==> src/rtl/rsync_latch_pkg.sv <==
// Shared types and constants for the resync-latch power/clock sequencer.
package rsync_latch_pkg;

  typedef enum logic [2:0] {
    ST_OFF      = 3'd0,
    ST_PWRUP    = 3'd1,
    ST_CLK_ON   = 3'd2,
    ST_RUN      = 3'd3,
    ST_ATB_SCAN = 3'd4,
    ST_CLK_OFF  = 3'd5
  } state_t;

  localparam int NUM_THERM = 17;
  localparam int NUM_BIN   = 7;
  localparam int NUM_STEPS = NUM_THERM + NUM_BIN;

  localparam logic [4:0] FIRST_STEP = 5'd0;
  localparam logic [4:0] LAST_STEP  = 5'(NUM_STEPS - 1);

  localparam logic [1:0] ATB_OFF = 2'b00;
  localparam logic [1:0] ATB_0   = 2'b01;
  localparam logic [1:0] ATB_1   = 2'b10;
  localparam logic [1:0] ATB_2   = 2'b11;

endpackage

==> src/rtl/rsync_clk_stagger.sv <==
// Staggered clock-enable shifter: one enable bit set or cleared per STAGGER_CYC,
// in step order, under up/down/hold control from the sequencer FSM.
module rsync_clk_stagger
  import rsync_latch_pkg::*;
#(
  parameter int STAGGER_CYC = 4
) (
  input  logic                 clk_i,
  input  logic                 rst_i,
  input  logic                 clr_i,
  input  logic                 start_up_i,
  input  logic                 up_i,
  input  logic                 start_down_i,
  input  logic                 down_i,
  output logic [NUM_STEPS-1:0] en_o,
  output logic [4:0]           idx_o,
  output logic                 tick_o
);

  localparam logic [5:0] TMR_LAST = 6'(STAGGER_CYC - 1);

  logic [NUM_STEPS-1:0] en_q, en_d;
  logic [4:0]           idx_q, idx_d, idx_up, idx_dn;
  logic [5:0]           tmr_q, tmr_d;

  assign idx_up = idx_q + 5'd1;
  assign idx_dn = idx_q - 5'd1;
  assign tick_o = (tmr_q == TMR_LAST);

  always_comb begin
    en_d  = en_q;
    idx_d = idx_q;
    tmr_d = tmr_q;
    if (clr_i) begin
      en_d  = '0;
      idx_d = FIRST_STEP;
      tmr_d = '0;
    end else if (start_up_i) begin
      en_d    = '0;
      en_d[0] = 1'b1;
      idx_d   = FIRST_STEP;
      tmr_d   = '0;
    end else if (start_down_i) begin
      // idx_q always points at the highest set step, so it clears first
      en_d[idx_q] = 1'b0;
      tmr_d       = '0;
    end else if (up_i) begin
      if (tick_o) begin
        tmr_d = '0;
        if (idx_q != LAST_STEP) begin
          idx_d        = idx_up;
          en_d[idx_up] = 1'b1;
        end
      end else begin
        tmr_d = tmr_q + 6'd1;
      end
    end else if (down_i && (idx_q != FIRST_STEP)) begin
      if (tick_o) begin
        tmr_d        = '0;
        idx_d        = idx_dn;
        en_d[idx_dn] = 1'b0;
      end else begin
        tmr_d = tmr_q + 6'd1;
      end
    end
  end

  always_ff @(posedge clk_i) begin
    if (rst_i) begin
      en_q  <= '0;
      idx_q <= FIRST_STEP;
      tmr_q <= '0;
    end else begin
      en_q  <= en_d;
      idx_q <= idx_d;
      tmr_q <= tmr_d;
    end
  end

  assign en_o  = en_q;
  assign idx_o = idx_q;

endmodule

==> src/rtl/rsync_latch_seq.sv <==
// Power-up / clock-enable / ATB-scan sequencer for the resync latch.
// Handshake: en_req is a level (no ready); atb_scan_req is a one-cycle pulse honoured only in RUN.
module rsync_latch_seq
  import rsync_latch_pkg::*;
#(
  parameter int SETTLE_CYC  = 64,
  parameter int STAGGER_CYC = 4,
  parameter int DWELL_CYC   = 32
) (
  input  logic                 clkin,
  input  logic                 rst,
  input  logic                 en_req,
  input  logic                 atb_scan_req,
  output logic                 pdb,
  output logic [NUM_THERM-1:0] clk_en_therm,
  output logic [NUM_BIN-1:0]   clk_en_bin,
  output logic [1:0]           atb_ena,
  output logic                 atb_sample,
  output logic                 ready,
  output logic                 busy,
  output logic [2:0]           dbg_state_o
);

  localparam logic [9:0] SETTLE_LAST = 10'(SETTLE_CYC - 1);
  localparam logic [9:0] DWELL_LAST  = 10'(DWELL_CYC - 1);

  state_t     state_q, state_d;
  logic [9:0] cnt_q, cnt_d;
  logic [1:0] atb_q, atb_d;
  logic       smp_q, smp_d;
  logic       pdb_q, pdb_d;
  logic       rdy_q, rdy_d;
  logic       bsy_q, bsy_d;

  logic                 clr, start_up, up, start_down, down;
  logic [NUM_STEPS-1:0] en_vec;
  logic [4:0]           step_idx;
  logic                 step_tick;

  rsync_clk_stagger #(
    .STAGGER_CYC (STAGGER_CYC)
  ) u_stagger (
    .clk_i        (clkin),
    .rst_i        (rst),
    .clr_i        (clr),
    .start_up_i   (start_up),
    .up_i         (up),
    .start_down_i (start_down),
    .down_i       (down),
    .en_o         (en_vec),
    .idx_o        (step_idx),
    .tick_o       (step_tick)
  );

  always_comb begin
    state_d    = state_q;
    cnt_d      = cnt_q;
    atb_d      = atb_q;
    clr        = 1'b0;
    start_up   = 1'b0;
    up         = 1'b0;
    start_down = 1'b0;
    down       = 1'b0;
    case (state_q)
      ST_OFF: begin
        clr   = 1'b1;
        cnt_d = '0;
        atb_d = ATB_OFF;
        if (en_req) state_d = ST_PWRUP;
      end
      ST_PWRUP: begin
        if (!en_req) begin
          state_d = ST_OFF;
          cnt_d   = '0;
        end else if (cnt_q == SETTLE_LAST) begin
          state_d  = ST_CLK_ON;
          start_up = 1'b1;
          cnt_d    = '0;
        end else begin
          cnt_d = cnt_q + 10'd1;
        end
      end
      ST_CLK_ON: begin
        if (!en_req) begin
          state_d    = ST_CLK_OFF;
          start_down = 1'b1;
        end else if (step_tick && (step_idx == LAST_STEP)) begin
          state_d = ST_RUN;
        end else begin
          up = 1'b1;
        end
      end
      ST_RUN: begin
        // a dropping en_req wins over a coincident scan request
        if (!en_req) begin
          state_d    = ST_CLK_OFF;
          start_down = 1'b1;
        end else if (atb_scan_req) begin
          state_d = ST_ATB_SCAN;
          atb_d   = ATB_0;
          cnt_d   = '0;
        end
      end
      ST_ATB_SCAN: begin
        if (!en_req) begin
          state_d    = ST_CLK_OFF;
          start_down = 1'b1;
          atb_d      = ATB_OFF;
          cnt_d      = '0;
        end else if (cnt_q == DWELL_LAST) begin
          cnt_d = '0;
          if (atb_q == ATB_2) begin
            state_d = ST_RUN;
            atb_d   = ATB_OFF;
          end else begin
            atb_d = atb_q + 2'd1;
          end
        end else begin
          cnt_d = cnt_q + 10'd1;
        end
      end
      ST_CLK_OFF: begin
        if (step_idx == FIRST_STEP) state_d = ST_OFF;
        else                        down    = 1'b1;
      end
      default: state_d = ST_OFF;
    endcase

    // Outputs are decoded from the next state so they register with it
    smp_d = (state_d == ST_ATB_SCAN) && (cnt_d == DWELL_LAST);
    pdb_d = (state_d != ST_OFF);
    rdy_d = (state_d == ST_RUN);
    bsy_d = (state_d == ST_PWRUP) || (state_d == ST_CLK_ON) ||
            (state_d == ST_ATB_SCAN) || (state_d == ST_CLK_OFF);
  end

  always_ff @(posedge clkin) begin
    if (rst) begin
      state_q <= ST_OFF;
      cnt_q   <= '0;
      atb_q   <= ATB_OFF;
      smp_q   <= 1'b0;
      pdb_q   <= 1'b0;
      rdy_q   <= 1'b0;
      bsy_q   <= 1'b0;
    end else begin
      state_q <= state_d;
      cnt_q   <= cnt_d;
      atb_q   <= atb_d;
      smp_q   <= smp_d;
      pdb_q   <= pdb_d;
      rdy_q   <= rdy_d;
      bsy_q   <= bsy_d;
    end
  end

  assign pdb          = pdb_q;
  assign clk_en_therm = en_vec[NUM_THERM-1:0];
  assign clk_en_bin   = en_vec[NUM_STEPS-1:NUM_THERM];
  assign atb_ena      = atb_q;
  assign atb_sample   = smp_q;
  assign ready        = rdy_q;
  assign busy         = bsy_q;
  assign dbg_state_o  = state_q;

endmodule
==> config.mk <==
export PLATFORM = sky130hd
export DESIGN_NAME = rsync_latch_seq
export DESIGN_NICKNAME = d
export VERILOG_FILES = /design/src/rtl/rsync_latch_pkg.sv /design/src/rtl/rsync_clk_stagger.sv /design/src/rtl/rsync_latch_seq.sv
export SDC_FILE = /design/constraint.sdc
export NUM_CORES = 1
export LEC_CHECK = 0
export ABC_AREA = 1
export BUFFER_PORTS_ARGS = -buffer_cell sky130_fd_sc_hd__buf_2
export CAP_MARGIN = 20
export CORE_ASPECT_RATIO = 1.5
export CORE_UTILIZATION = 35
export DETAILED_ROUTE_END_ITERATION = 8
export PLACE_DENSITY = 0.64
export SLEW_MARGIN = 20
export SYNTH_ARGS = -nofsm -noshare
export SYNTH_HDL_FRONTEND = slang
export SYNTH_HIERARCHICAL = 1
export SYNTH_SLANG_ARGS = --single-unit
==> constraint.sdc <==
create_clock -name clkin -period 5.3 [get_ports clkin]
set_clock_uncertainty 0.05 [all_clocks]
set_input_delay 0.265 -clock clkin [delete_from_list [all_inputs] [get_ports clkin]]
set_output_delay 0.265 -clock clkin [all_outputs]
set_load 0.005 [all_outputs]
* After elaboration in Yosys (flattened, before gate mapping)
Cells that the tools add are included.
** Storage, ports and cells
- Flip-flop bits (word level) :: 54
- Bits in latches :: 0
- Bits in writable memories :: 0
- Memory bits (read-only) :: 0
- Output and inout bits :: 33
- Logic and storage cells :: 139
- Memories :: 0
** Operators by class
- $add $sub $neg :: 5
- Multiply operators :: 0
- Div/mod/pow operators :: 0
- Magnitude comparators :: 6
- Equal/unequal tests :: 29
- Shift operators :: 0
- Mux-type cells :: 57
- Bitwise gates (word level) :: 6
- Reductions and logical operators :: 25
** Operators with widths (count)
- two-way mux 24 bit :: 6
- two-way mux 10 bit :: 6
- bitwise AND 24 bit :: 2
- inverter 24 bit :: 2
- case mux 10 bit (4 select lines) :: 1
- two-way mux 3 bit :: 11
- two-way mux 5 bit :: 5
- OR 24 bit :: 1
- equality test 10 x 5 -> 1 bit, second input constant :: 2
- < comparator 5 x 6 -> 1 bit, second input constant :: 3
- two-way mux 6 bit :: 3
- case mux 3 bit (6 select lines) :: 1
- demux 1 bit (select 5 bit) :: 3
- >= comparator 5 x 1 -> 1 bit, second input constant :: 3
- two-way mux 1 bit :: 15
- equality test 3 x 2 -> 1 bit, second input constant :: 4
- equality test 3 bit, second input constant :: 4
- inequality test 3 bit, second input constant :: 4
- inequality test 4 bit, second input constant :: 3
- AND reduction 4 bit :: 3
- adder 10 x 1 -> 10 bit, second input constant :: 1
- equality test 10 x 6 -> 1 bit, second input constant :: 1
- two-way mux 2 bit :: 5
- inequality test 2 bit, second input constant :: 5
- 23 further kinds :: 34

* Logic depth before layout (Yosys ltp)
- Depth after elaboration :: 12
- Depth in mapped cells :: 16
- Depth with buffers taken out :: 15

* Cells and area by module
Netlist, hierarchy kept.
** By module, submodules not included
- rsync_clk_stagger :: instances 1, cells each 461, area each 2861.5 um^2
- rsync_latch_seq :: instances 1, cells each 212, area each 1238.7 um^2

* Worst setup path after synthesis
No wires, ideal clock.
- Kind :: flip-flop to flip-flop
- From :: register u_stagger.tmr_q[0]
- To :: register u_stagger.idx_q[4] (netlist: u_stagger/idx_o[4])
- Arrival time :: 2.155 ns
- Path slack :: 2.974 ns
- Cell stages (with the launch flop) :: 13
- Buffers on the path :: 2
- Clock period less this slack :: 2.326 ns
- Cells stage by stage :: dfxtp_1 > ha_1 > nand2_1 > nor2_1 > nand4_1 > o21ai_0 > nor2_1 > inv_1 > buf_2 > clkbuf_1 > o21ai_0 > o21ai_0 > a21oi_1
** On the way
- Cells in the longest elaborated chain, start to end :: 7
- Elaborated cells between the ends (all ways) :: 11
- Those cells by class :: 4 x eq/ne; 4 x mux; 3 x reduce/logical
** RTL lines
- from (decl) :: line rsync_clk_stagger.sv:24 : logic [5:0] tmr_q, tmr_d;
- from (signal assigned) :: line rsync_clk_stagger.sv:76 : tmr_q <= tmr_d;
- equality test 6 x 2 -> 1 bit * :: line rsync_clk_stagger.sv:28 : assign tick_o = (tmr_q == TMR_LAST);
- named net step_tick :: line rsync_latch_seq.sv:38 : logic step_tick;
- logical AND 1 bit * :: line rsync_latch_seq.sv:87 : end else if (step_tick && (step_idx == LAST_STEP)) begin
- two-way mux 1 bit * :: line rsync_latch_seq.sv:87
- two-way mux 1 bit * :: line rsync_latch_seq.sv:84 : if (!en_req) begin
- two-way mux 1 bit * :: line rsync_latch_seq.sv:64 : case (state_q)
- named net up :: line rsync_latch_seq.sv:35 : logic clr, start_up, up, start_down, down;
- inequality test 2 bit (no source line) or nonzero test 2 bit (tied branches)
- AND reduction 5 bit (no source line)
- to (signal assigned) :: line rsync_clk_stagger.sv:75 : idx_q <= idx_d;
- to (decl) :: line rsync_clk_stagger.sv:23 : logic [4:0] idx_q, idx_d, idx_up, idx_dn;
The timed path passes the listed nets; every way through them passes the cells marked *.
A chain may end at the register's enable or synchronous reset.

* Worst setup path in the final report
- From :: register u_stagger.tmr_q[0]
- To :: register u_stagger.en_q[15] (netlist: u_stagger/en_o[15])
** On the way
- Cells in the longest elaborated chain, start to end :: 7
- Elaborated cells between the ends (all ways) :: 12
- Those cells by class :: 4 x eq/ne; 5 x mux; 3 x reduce/logical
** RTL lines
- equality test 6 x 2 -> 1 bit * :: line rsync_clk_stagger.sv:28
- named net step_tick :: line rsync_latch_seq.sv:38
- logical AND 1 bit * :: line rsync_latch_seq.sv:87
- two-way mux 1 bit * :: line rsync_latch_seq.sv:87
- two-way mux 1 bit * :: line rsync_latch_seq.sv:84
- two-way mux 1 bit * :: line rsync_latch_seq.sv:64
- named net up :: line rsync_latch_seq.sv:35
- inequality test 3 bit (no source line) (tied with other cells)
- AND reduction 4 bit (no source line) or two-way mux 24 bit (tied branches)
- to (signal assigned) :: line rsync_clk_stagger.sv:74 : en_q <= en_d;
- to (decl) :: line rsync_clk_stagger.sv:22 : logic [NUM_STEPS-1:0] en_q, en_d;
Marks and branches as above.

==> results_dict.tcl <==
set metrics [dict create \
    finalSetupViolCount 0 \
    overflow 0 \
    path_class "flip-flop to flip-flop" \
    violations "design-rule violations" \
    worst_pin_slew_ns 0.8979 \
    timing.slew.headroom_pct 39.92 \
    arrival_ns 3.44 \
    io_pins 37 \
    r2r_cells 13 \
    ys_top_cells_by_area "dfxtp_1, nand2_1, nand3_1, nor2_1, inv_1" \
    synth_fp_nets 685 \
    core_sq_um 11470 \
    postCtsHoldBufs 0 \
    grt_max_degree 43 \
    synth_top_area_cell "dfxtp_1" \
    power_leakage_nw 2.153 \
    hp-class "primary input to flip-flop" \
    status "complete, but fails checks" \
    setup_tns_ns 0 \
    die_area_sq_um 12160 \
    worstPathRequired_ns 5.44 \
    synthArstFlopShare_pct 0 \
    grt_pass1_vias 4175 \
    antenna_found_initial 0 \
    wl_mm 11.84 \
    final_cells 847 \
    ant_nets 0 \
    crit_fanout 21 \
    dr.pass1.iters 7 \
    yosysUniqueCellTypes 39 \
    grt_usage_pct 19.99 \
    grt_first_pass_wirelength_mm 19.55 \
    dp_worst_setup_slack_ns 2.070 \
    slew_violations 0 \
    multi_input_area_sq_um 2547 \
    ir_drop_mv 0.1309 \
    powerDensity_nw_per_um2 183.7 \
    synth_most_common_cell "nand2_1" \
    synth_cells 673 \
    finalWorstSetupSlack_ns 2.007 \
    die_h_um 134.6 \
    die_w_um 90.38 \
    post-cts-setup-buffer-count 0 \
    syn-cell-area_sq_um 4100 \
    grtUsageMet3_pct 2.365 \
    syn_to_final_growth_pct 10.59 \
    final.period_utilization_pct 62.13 \
    clk_pin_slew_ns 0.07 \
    cts_root_buf "clkbuf_16" \
    drt_first_iter_violations 390 \
    diodes 0 \
    start_util_pct 35.74 \
    fmax_mhz 303.7 \
    synth_seq_cells 54 \
    synth_ff_type "dfxtp_1" \
    rsz0062_at_grt "false" \
    top_usage_layer "met2" \
    vias_per_cell 5.094 \
    start_kind "flip-flop" \
    cts.repair.resized 0 \
    htreeDepth 2 \
    clock_path_buffers 2 \
    fillers 1283 \
    synth-edff-count 0 \
    gp_congestion 0.9280 \
    vias 4315 \
    r2r_setup_slack_ns 2.01 \
    cts-buffers-inserted 5 \
    cts_num_sinks 54 \
    synth_common_cells "nand2_1, nor2_1, inv_1" \
    numPortBuffers 36 \
    yosys_warnings 6 \
    met1_usage_pct 21.84 \
    dp_cells 840 \
    remaining_drc_errors 1 \
    avgSynthCellArea_sq_um 6.092 \
    cp-end-kind "flip-flop" \
    dp_hpwl_mm 8.820 \
    synth-seq-area-share_pct 26.37 \
    period_needed_ns 3.293 \
    drive_above_1_share_pct 15.64 \
    max_cap_viol_count 0 \
    hold_depth 2 \
    cts_tree "done" \
    clock_latency_ns 0.30 \
    hold_viol 0 \
    finalNetCount 709 \
    use_met2_pct 37.74 \
    routedWlPerCell_um 13.98 \
    ff_latch_area_sq_um 1081 \
    num_rows 48 \
    synth_top_area_share_pct 26.37 \
]
## state kept, by name (all words and copies together) (netlist names)
register / flops
u_stagger/en_o: 24
cnt_q: 10
pdb: 1
u_stagger/tmr_q: 6
busy: 1
atb_ena: 2
dbg_state_o: 3
u_stagger/idx_o: 5
ready: 1
atb_sample: 1
## cell usage in the layout, fill, tap and decap left out, drive strengths merged
cell type  instances
nand2            184
nor2             104
inv               93
nand3             77
a21oi             56
dfxtp             54
buf               38
o21ai             36
nand4             16
ha                 8
nor3               8
clkbuf             6
o211ai             4
a31oi              4
nand3b             2
o221ai             1
a21boi             1
mux2i              1
bufinv             1
o21a               1
or2                1
xnor2              1
## path summary, 6_finish.rpt
| path | startpoint | endpoint |
|---|---|---|
| setup / recovery | u_stagger/tmr_q[0] | u_stagger/en_o[15] |
| hold / removal | rst | cnt_q[6] |
| setup reg to reg | u_stagger/tmr_q[0] | u_stagger/en_o[15] |
| hold reg to reg | u_stagger/en_o[6] | u_stagger/en_o[6] |
## layer usage
metal / vias up / part of all wire [%]
met5: - / 0
met4: 0 / 3.8
met3: 37 / 3.7
met2: 141 / 53
met1: 1913 / 40
li1: 2224 / -
## area by class of cell
type | count | area share [%]
inverters | 93 | 7.809
well taps | 150 | 4.139
clock inverters | 1 | 0.6623
flip-flops and latches | 54 | 23.84
clock buffers | 6 | 3.063
multi-input cells | 505 | 56.18
repair buffers | 38 | 4.305
## critical path, cell delays in order, from the launching register on
cell     delay [ns]
dfxtp_1        0.33
ha_1           0.22
nand2_1        0.08
nor2_1         0.09
nand4_1        0.10
o21ai_0        0.10
nor2_1         0.61
inv_1          0.59
nand3_2        0.24
nand3_4        0.25
inv_4          0.27
nand3_1        0.12
nand2_1        0.07
inv_1          0.03
## logic make-up (layout without fill, tap and decap cells)
group	after synthesis	after routing	synth area share, %
mux	1	1	0.2441
xor+xnor	1	1	0.2136
compound gates	103	103	13.34
buf+inv	114	138	11.78
flops	54	54	26.37
fa+ha+maj	8	8	2.441
simple gates	392	392	45.62
## report_power, final
| group | internal [mW] | switching, mW | total [mW] | leakage, nW |
|---|---|---|---|---|
| clock network | 0.234 | 0.156 | 0.390 | 0.0829 |
| registers | 0.408 | 0.00193 | 0.410 | 0.436 |
| logic | 0.00893 | 0.0247 | 0.0336 | 1.63 |
## metrics by stage
stage          instance area (sq um)  utilization [%]  power (mW)  hold slack [ns]
2_1_floorplan                   4100                -      0.4415           0.2841
3_3_place_gp                    4365            38.06      0.4527           0.4078
3_5_place_dp                    4365            38.06      0.4526           0.4128
4_1_cts                         4534            39.53      0.8468           0.2768
5_1_grt                         4534            39.53      0.8626           0.3143
6_report                        4534            39.53      0.8331           0.2901
(Power assumes the default switching activity.)
